### config.mk
export PLATFORM = sky130hd
export DESIGN_NAME = mem_arbiter
export DESIGN_NICKNAME = d
export VERILOG_FILES = /design/src/rtl/mem_arbiter.sv
export SDC_FILE = /design/constraint.sdc
export NUM_CORES = 1
export LEC_CHECK = 0
export CELL_PAD_IN_SITES_DETAIL_PLACEMENT = 1
export CELL_PAD_IN_SITES_GLOBAL_PLACEMENT = 1
export CORE_MARGIN = 8
export CORE_UTILIZATION = 25
export CTS_CLUSTER_SIZE = 8
export DETAILED_ROUTE_END_ITERATION = 12
export GPL_TIMING_DRIVEN = 0
export PLACE_DENSITY_LB_ADDON = 0.08
export SLEW_MARGIN = 5
export SYNTH_ARGS = -nofsm -noshare
export SYNTH_HDL_FRONTEND = slang
export SYNTH_SLANG_ARGS = --single-unit
### constraint.sdc
create_clock -name clk -period 2.65 [get_ports clk]
set_input_delay 0.3975 -clock clk [delete_from_list [all_inputs] [get_ports clk]]
set_output_delay 0.3975 -clock clk [all_outputs]
set_load 0.02 [all_outputs]
### src/rtl/mem_arbiter.sv
`default_nettype none
// ============================================================================
// Module   : mem_arbiter
// Brief    : Two-port round-robin arbiter in front of a single memory port.
//            Port 0 (CPU) and port 1 (debug/DMA) compete. Each transaction
//            runs IDLE -> ACCESS -> DONE. A wait counter bounds how long the
//            memory may stall before the transaction is closed with err=1.
// Revision : 1.0  initial release
// ============================================================================
module mem_arbiter #(
  parameter int AW      = 32,
  parameter int DW      = 32,
  parameter int TIMEOUT = 15   // legal range 1..255
) (
  input  logic          clk,
  input  logic          reset,
  // requester port 0 (CPU)
  input  logic          m0_req,
  input  logic          m0_we,
  input  logic [AW-1:0] m0_adr,
  input  logic [DW-1:0] m0_wdata,
  output logic          m0_gnt,
  output logic          m0_done,
  output logic [DW-1:0] m0_rdata,
  output logic          m0_err,
  // requester port 1 (debug/DMA)
  input  logic          m1_req,
  input  logic          m1_we,
  input  logic [AW-1:0] m1_adr,
  input  logic [DW-1:0] m1_wdata,
  output logic          m1_gnt,
  output logic          m1_done,
  output logic [DW-1:0] m1_rdata,
  output logic          m1_err,
  // memory side
  output logic          mem_en,
  output logic          mem_we,
  output logic [AW-1:0] mem_adr,
  output logic [DW-1:0] mem_wdata,
  input  logic [DW-1:0] mem_rdata,
  input  logic          mem_ready,
  // status
  output logic          busy,
  output logic          owner
);

  typedef enum logic [1:0] {
    IDLE   = 2'd0,
    ACCESS = 2'd1,
    DONE   = 2'd2
  } state_t;

  // The wait counter is 8 bits wide, so TIMEOUT is compared in that width.
  localparam logic [7:0] TIMEOUT_C = 8'(TIMEOUT);

  state_t          state;
  state_t          state_next;
  logic [7:0]      wait_cnt;
  logic [7:0]      wait_cnt_next;
  logic            last_owner;

  logic            any_req;
  logic            winner;
  logic            grant_take;
  logic            owner_we;

  logic            capture;
  logic [DW-1:0]   capture_rdata;
  logic            capture_err;

  // Arbitration: a lone requester wins outright; on a tie the port that did
  // not win last time is chosen, which gives strict alternation under load.
  always_comb begin
    any_req = m0_req | m1_req;
    winner  = (m0_req & m1_req) ? ~last_owner : m1_req;
  end

  // Direction of the transaction currently owned; requesters keep it stable
  // while granted, so it is safe to read it throughout ACCESS.
  always_comb begin
    owner_we = owner ? m1_we : m0_we;
  end

  // Next-state logic: grant in IDLE, wait/timeout in ACCESS, one DONE cycle.
  always_comb begin
    state_next    = state;
    wait_cnt_next = wait_cnt;
    grant_take    = 1'b0;
    capture       = 1'b0;
    capture_rdata = '0;
    capture_err   = 1'b0;
    unique case (state)
      IDLE: begin
        wait_cnt_next = 8'd0;
        if (any_req) begin
          grant_take = 1'b1;
          state_next = ACCESS;
        end
      end
      ACCESS: begin
        // A ready on the timeout cycle still counts as success, so the
        // ready check must take priority over the timeout check.
        if (mem_ready) begin
          capture       = 1'b1;
          capture_rdata = owner_we ? '0 : mem_rdata;
          capture_err   = 1'b0;
          state_next    = DONE;
        end else if (wait_cnt == TIMEOUT_C) begin
          capture       = 1'b1;
          capture_rdata = '0;
          capture_err   = 1'b1;
          state_next    = DONE;
        end else begin
          wait_cnt_next = wait_cnt + 8'd1;
        end
      end
      DONE: begin
        // Requests seen during DONE are not granted here; a request still
        // high in the following IDLE cycle is arbitrated as a new one.
        wait_cnt_next = 8'd0;
        state_next    = IDLE;
      end
      default: begin
        wait_cnt_next = 8'd0;
        state_next    = IDLE;
      end
    endcase
  end

  // State and wait counter registers; reset aborts any transaction in flight.
  always_ff @(posedge clk or posedge reset) begin
    if (reset) begin
      state    <= IDLE;
      wait_cnt <= 8'd0;
    end else begin
      state    <= state_next;
      wait_cnt <= wait_cnt_next;
    end
  end

  // Owner tracking; last_owner starts at 1 so port 0 wins the first tie.
  always_ff @(posedge clk or posedge reset) begin
    if (reset) begin
      owner      <= 1'b0;
      last_owner <= 1'b1;
    end else if (grant_take) begin
      owner      <= winner;
      last_owner <= winner;
    end
  end

  // Per-port result registers; only the owner's pair is updated, the other
  // port keeps showing the result of its own last transaction.
  always_ff @(posedge clk or posedge reset) begin
    if (reset) begin
      m0_rdata <= '0;
      m0_err   <= 1'b0;
      m1_rdata <= '0;
      m1_err   <= 1'b0;
    end else if (capture) begin
      if (owner) begin
        m1_rdata <= capture_rdata;
        m1_err   <= capture_err;
      end else begin
        m0_rdata <= capture_rdata;
        m0_err   <= capture_err;
      end
    end
  end

  // Output decode from registered state and owner only; no req reaches
  // gnt/mem_en combinationally.
  always_comb begin
    busy    = (state != IDLE);
    m0_gnt  = busy & ~owner;
    m1_gnt  = busy &  owner;
    m0_done = (state == DONE) & ~owner;
    m1_done = (state == DONE) &  owner;
    mem_en  = (state == ACCESS);
    mem_we  = (state == ACCESS) & owner_we;
  end

  // Address and write data follow the owner's request lines.
  always_comb begin
    mem_adr   = owner ? m1_adr   : m0_adr;
    mem_wdata = owner ? m1_wdata : m0_wdata;
  end

endmodule
`default_nettype wire

==> results by group, run 1 <==
Run status
  • Status: finished clean

Floorplan
  • Floorplan row count: 48
  • Die X: around 150 um
  • Core area: about 17000 sq um
  • I/O Pins: between 300 and 400
  • Die area: roughly 22000 sq um
  • Initial Util: roughly a quarter
  • Chip height: ~150 um

Timing
  • Relative slew margins: approximately 59%
  • Final Critical Period: 2580 ps
  • Worst-Margin Slew: between 600 and 700 ps
  • Final setup viols: 0
  • Period utilisation layout: between 90 and 100%
  • WHS: around 460 ps
  • Clock Skew: 7.24 ps
  • Post-route setup slack: slightly above 70 ps
  • Setup TNS: 0 ps
  • Fmax: between 300 and 400 MHz
  • Slew Limit Fails: 0
  • Final hold vios: 0

Synthesis
  • Share of the synthesized area in the top cell type: roughly 43%
  • EDFF count, synth: 0
  • Synth top cells by count: 77 x dfrtp_1, 68 x inv_1, 65 x o21ai_0, 64 x mux2_2, 62 x a32oi_1
  • Synthesized area per cell: between 10 and 15 sq um
  • Yosys Warn Count: 0
  • Most used DFF post-synth: dfrtp_1
  • Count leader, synth: dfrtp_1
  • Post-synthesis cell type count: 39
  • Mapped Nets: a little over 600
  • Synthesized area: approximately 4400 sq um
  • Yosys top cell by area: dfrtp_1
  • Yosys reg bits: 78
  • Area contributors post-synth: dfrtp_1 43%, mux2_2 16%, a32oi_1 12%
  • Mapped Cells: 439
  • Sequential share of the synthesized area: 44.1%
  • Async S/R FF share, synth: 100%

Route
  • Vias: 4883
  • Wirelength per Cell: ~25 um
  • Drt pass-1 iters: 4
  • Routed WL: 24900 um
  • DR WL met3: about 2000 um
  • Uppermost layer routed: met4
  • Met2 routed WL: around 13000 um
  • Drt drc: 0
  • Vias per cell: 4.96
  • Remaining antenna violation count: 0
  • DRT met1 WL: approximately 9500 um
  • First DRT Iteration DRCs: approximately 200

Setup path
  • CP cell instances: buf_4 > buf_4 > mux2_2 > clkdlybuf4s50_1
  • Critical R2R Capture: m1_rdata[31]
  • Crit Path Max Fanout: 10
  • Crit path kind: flip-flop to primary output
  • CP top delay family: buffers and inverters
  • Reg2reg path depth: 5
  • Flop2flop setup slack: 780 ps
  • CP arrival: 2180 ps
  • Largest stage delay, worst path: roughly 600 ps
  • Crit end category: primary output
  • Worst EP required: roughly 2300 ps
  • Reg2reg start: wait_cnt[0]
  • Crit start category: flip-flop
  • CP max stage cell: clkdlybuf4s50_1
  • Most common cell on crit path: buf_4
  • Worst path bufs/invs: 3

GRT
  • Largest net degree at the start of global routing: roughly 40
  • Initial antenna violation count: 0
  • Vias in the first global route: between 5000 and 6000
  • Tot GR Track Use: approximately 22%
  • Global-route wire length before repair: between 30000 and 40000 um
  • GR Overflow Total: 0

Place
  • HPWL after DPL: just over 20000 um
  • GPL Wtd Cong: roughly 0.88
  • Worst slack at placement: -32.2 ps
  • PortBufs: between 300 and 400

Clock network
  • CTS buffer count: 9
  • Clock slew at reported path FFs: around 60 ps
  • Clock Latency Late Sink: about 340 ps
  • Max Root-Sink Buffers: 2
  • Clk sinks: 78
  • H-Tree Depth: 3
  • CTS tree: built
  • Root Buffer: clkbuf_16

Power and ir drop
  • Final Power: 0.00801 W
  • Leakage: roughly 3.6 nW
  • Peak supply drop: between 400 and 500 uV
  • Power per cell area: between 900 and 1000 nW/um^2

Finish
  • Ant diodes: 0
  • Area growth syn-to-layout: 83.4%
  • Net count reported at finish: between 900 and 1000
  • Share of layout cells above drive strength 1: between 10% and 20%

Run
  • Maxcap violations: 0

Worst hold path
  • Type of the most critical hold path: primary input to asynchronous set/reset pin
==> flip-flops by register name (all words and copies together), names as in the netlist <==
register    count
last_owner      1
state           2
m1_rdata       32
m1_err          1
m0_err          1
wait_cnt        8
owner           1
m0_rdata       32
==> layout make-up <==
type,instances,area [sq um]
sequential,78,1950
buffer,37,229
clock inverter,6,68.8
timing repair buffer,305,3080
tap,225,282
inverter,68,258
clock buffer,10,239
multi-input combinational,256,2020
fill,1920,9170
==> metal layers <==
metal | vias to the layer above | global-route usage [%]
li1 | 2239 | -
met3 | 33 | 6.83
met2 | 208 | 38.3
met5 | - | 0
met1 | 2403 | 24.0
met4 | 0 | 7.22
==> worst register-to-register path, delay by kind of cell (launching register included) <==
family                     cells  cell delay (ps)
AOI/OAI and AO/OA              2              420
and+or+nand+nor                1              260
adders and majority gates      1              220
DFF                            1              410
buffers and inverters          1              430
==> what timing repair did <==
| action | in CTS | in global routing |
|---|---|---|
| endpoints found under the hold margin | 0 | 0 |
| gates resized for setup | 17 | 19 |
| setup buffers | 0 | 0 |
| hold buffers | 0 | 0 |
| endpoints found under the setup margin | 66 | 32 |
==> worst max-delay path by stage <==
stage / cells past startpoint / endpoint / startpoint
2_1_floorplan: 1 / m0_err / reset
3_3_place_gp: 2 / m1_rdata[6] / reset
3_5_place_dp: 4 / mem_adr[7] / owner
4_1_cts: 4 / mem_adr[12] / owner
5_1_grt: 4 / mem_adr[17] / owner
6_report: 4 / mem_wdata[17] / owner
==> power breakdown <==
group / switching, W / leakage, nW / internal [W]
logic: 0.00255 / 2.59 / 0.00222
clock network: 0.000510 / 0.149 / 0.000762
registers: 0.000363 / 0.838 / 0.00160
==> logic make-up after synthesis <==
| family | count (synthesis) | share of synthesized area [%] |
|---|---|---|
| AOI/OAI and AO/OA | 147 | 22.6 |
| buffers and inverters | 105 | 10.4 |
| DFF | 78 | 44.1 |
| muxes | 67 | 16.9 |
| and+or+nand+nor | 41 | 5.73 |
| adders and majority gates | 1 | 0.282 |
==> metrics by stage <==
step | instances | utilization, % | area (sq um)
after global placement | 968 | 44.8 | 7760
after CTS | 985 | 46.7 | 8080
after detailed placement | 969 | 45.0 | 7780
final | 985 | 47.0 | 8130
after global routing | 985 | 47.0 | 8130
after floorplan | 439 | - | 4430
==> layout by cell type (no fill, tap or decap), types with 7 or more instances in the layout <==
cell type,count
clkdlybuf4s50_1,279
dfrtp_1,76
inv_1,67
o21ai_0,65
mux2_2,64
a32oi_1,62
clkbuf_1,14
dlymetal6s2s_1,13
dlygate4sd2_1,12
buf_2,9
clkbuf_16,9
nand2_1,8
buf_6,7
Power figures use the tool's default switching activity.
==> run 2, diff against run 1 <==
- ABC_AREA: not set -> 1
- CORE_UTILIZATION: 25 -> 24
- CTS_BUF_LIST: not set -> sky130_fd_sc_hd__clkbuf_8
==> run 2 against run 1 <==
Effect of this change: synthesized area up 2.6%; die area grew 6.1%; clock skew increased by 4.5 ps; combinational power is 6.5% higher; critical endpoint is now mem_wdata[5].
==> results by group, run 2 <==
Finish
  • Biggest regs: m0_rdata x32, m1_rdata x32, wait_cnt x8 (unchanged)
  • Commonest non-fill, non-tap cells in the layout: 363 x nand2_1, 276 x clkdlybuf4s50_1, 77 x dfrtp_1 (was 279 x clkdlybuf4s50_1, 76 x dfrtp_1, 67 x inv_1)
  • Final Non-Filler Cells: 1228 (was 985)
  • Net count reported at finish: 1157 (was 923)
  • Area growth syn-to-layout: 79.8% (was 83.4%)
  • Layout fillers: 2289 (was 1920)
  • Most common cell after layout, fill and taps aside: nand2_1 (was clkdlybuf4s50_1)
  • Share of layout cells above drive strength 1: 6.75% (was 14.6%)

Timing
  • Relative slew margins: 64.3% (was 58.7%)
  • RSZ-0062 raised after global routing: yes
  • Setup TNS: 0 ps (unchanged)
  • Clock Skew: 11.7 ps (was 7.24 ps)
  • Worst-Margin Slew: 535 ps (was 619 ps)
  • Final setup viols: 0 (unchanged)
  • Final hold vios: 0 (unchanged)
  • Final Critical Period: 2540 ps (was 2580 ps)
  • Slew Limit Fails: 0 (unchanged)
  • Fmax: 394 MHz (was 388 MHz)
  • Period utilisation layout: 95.8% (was 97.3%)
  • Post-route setup slack: 112 ps (was 72.8 ps)

Power and ir drop
  • Clk network pwr share: 11.7% (was 15.9%)
  • Peak supply drop: 356 uV (was 405 uV)
  • Power per cell area: 951 nW/um^2 (was 985 nW/um^2)
  • Sw power: 0.00374 W (was 0.00342 W)
  • Part of the power in combinational logic: 65.3% (was 59.6%)
  • Net Sw Frac: 48.1% (was 42.7%)
  • Leakage: 4.15 nW (was 3.58 nW)
  • Final Power: 0.00777 W (was 0.00801 W)
  • Sequential power share: 22.9% (was 24.5%)
  • P_int: 0.00403 W (was 0.00459 W)

Route
  • Vias per cell: 4.61 (was 4.96)
  • Remaining antenna violation count: 0 (unchanged)
  • Routed WL: 23200 um (was 24900 um)
  • Drt pass-1 iters: 4 (unchanged)
  • Vias: 5662 (was 4883)
  • Drt drc: 0 (unchanged)
  • Wirelength per Cell: 18.9 um (was 25.3 um)
  • First DRT Iteration DRCs: 190 (was 199)

Floorplan
  • I/O Pins: 305 (unchanged)
  • Floorplan row count: 50 (was 48)
  • Die X: 154 um (was 149 um)
  • Initial Util: 24.4% (was 25.6%)
  • Core area: 18600 sq um (was 17300 sq um)
  • Chip height: 154 um (was 149 um)
  • Die area: 23600 sq um (was 22200 sq um)

Synthesis
  • Synthesized area per cell: 6.76 sq um (was 10.1 sq um)
  • Yosys reg bits: 78 (unchanged)
  • Mapped Cells: 673 (was 439)
  • Synth top cells by count: 363 x nand2_1, 77 x dfrtp_1, 67 x nand4_1, 46 x nor2_1, 38 x nand3_1 (was 77 x dfrtp_1, 68 x inv_1, 65 x o21ai_0, 64 x mux2_2, 62 x a32oi_1)
  • Yosys Warn Count: 0 (unchanged)
  • EDFF count, synth: 0 (unchanged)
  • Synthesized area: 4550 sq um (was 4430 sq um)
  • Yosys top cell by area: dfrtp_1 (unchanged)
  • Mapped Nets: 841 (was 607)
  • Most used DFF post-synth: dfrtp_1 (unchanged)
  • Async S/R FF share, synth: 100% (unchanged)
  • Sequential share of the synthesized area: 43.0% (was 44.1%)
  • Area contributors post-synth: dfrtp_1 42%, nand2_1 30%, nand4_1 9.2% (was dfrtp_1 43%, mux2_2 16%, a32oi_1 12%)
  • Post-synthesis cell type count: 22 (was 39)
  • Share of the synthesized area in the top cell type: 42.4% (was 43.5%)
  • Count leader, synth: nand2_1 (was dfrtp_1)

Place
  • HPWL after DPL: 19100 um (was 20400 um)
  • PortBufs: 304 (unchanged)
  • Cell total after placement: 1212 (was 969)
  • Worst slack at placement: -120 ps (was -32.2 ps)
  • GPL Wtd Cong: 0.789 (was 0.881)

Clock network
  • H-Tree Depth: 3 (unchanged)
  • Post-CTS Setup Inserts: 0 (unchanged)
  • CTS tree: built (unchanged)
  • Max Root-Sink Buffers: 2 (unchanged)
  • Clk sinks: 78 (unchanged)
  • Clock slew at reported path FFs: 80 ps (was 60 ps)
  • Root Buffer: clkbuf_8 (was clkbuf_16)
  • CTS buffer count: 9 (unchanged)
  • Clock Latency Late Sink: 360 ps (was 340 ps)

Worst hold path
  • Type of the most critical hold path: primary input to asynchronous set/reset pin (unchanged)

GRT
  • GR Overflow Total: 0 (unchanged)
  • Initial antenna violation count: 1 (was 0)
  • Global-route wire length before repair: 35900 um (was 36300 um)
  • Vias in the first global route: 6061 (was 5395)
  • Tot GR Track Use: 19.3% (was 21.6%)
  • Largest net degree at the start of global routing: 64 (was 41)

Setup path
  • Crit start category: flip-flop (unchanged)
  • Crit Path Max Fanout: 10 (unchanged)
  • Worst EP required: 2250 ps (about the same)
  • Crit end category: primary output (unchanged)
  • Crit path kind: flip-flop to primary output (unchanged)
  • CP arrival: 2140 ps (was 2180 ps)

Run status
  • Status: finished clean (unchanged)

Run
  • Maxcap violations: 0 (unchanged)
## run 2: per-stage QoR
stage                     instance area (sq um)  hold slack (ps)  utilization (%)
after floorplan                            4550              444                -
after global placement                     7880              453             42.3
after detailed placement                   7910              460             42.4
after CTS                                  8120              310             43.5
after global routing                       8170              325             43.8
final                                      8170              321             43.8
## run 2: path summary, 6_finish.rpt
check	slack, ps	depth (start not counted)	end	startpoint
worst min-delay path	320	2	m0_rdata[0]	reset
min in group clk	470	2	last_owner	last_owner
worst max-delay path	110	6	mem_wdata[5]	owner
worst min register to register	470	2	last_owner	last_owner
worst max register to register	900	7	m1_rdata[27]	wait_cnt[0]
max in group asynchronous	1750	3	m0_err	reset
## run 2: final cells by class
type                    count  area, sq um  share of cell area (%)
repair buffers            305         3100                    37.9
multi-input cells         530         2270                    27.7
flip-flops and latches     78         1950                    23.9
plain buffers              52          319                    3.90
well taps                 234          293                    3.58
clock buffers              10          138                    1.68
clock inverters             5         51.3                   0.628
inverters                  13         51.3                   0.628
diodes                      1         2.50                  0.0306
## run 2: power by group through the flow
stage                     Sequential (W)  Combinational, W  Clock, W
final                            0.00178           0.00508  0.000913
after global routing             0.00183           0.00550  0.000980
after CTS                        0.00179           0.00519  0.000939
after detailed placement         0.00180           0.00518         0
after global placement           0.00179           0.00514         0
after floorplan                  0.00216           0.00216         0
## run 2: timing repair
| item | CTS | global route |
|---|---|---|
| setup endpoints to repair | 69 | 44 |
| hold buffers | 0 | 0 |
| resized for setup | 30 | 27 |
## run 2: cells by family after synthesis
group	count (synthesis)	synth area share, %
adder cells (fa/ha/maj)	1	0.275
buffers and inverters	65	7.18
flip-flops	78	43.0
AO/OA/AOI/OAI	9	1.40
AND/OR/NAND/NOR	520	48.2
## run 2: layer usage
| metal | wire length, um | share of wire, % | vias up | global-route usage [%] |
|---|---|---|---|---|
| met1 | 9080 | 39 | 2657 | 21.1 |
| met2 | 11500 | 50 | 188 | 33.7 |
| met3 | 2310 | 9.9 | 16 | 8.52 |
| met4 | 261 | 1.1 | 2 | 5.09 |
| li1 | - | - | 2799 | - |
| met5 | 7 | 0.030 | - | 0 |
## run 2: worst max-delay path, stage by stage (launching register included)
cell	delay (ps)
dfrtp_1	440
inv_1	100
buf_4	210
buf_2	250
nand2_1	90
nand2_1	60
clkdlybuf4s50_1	630
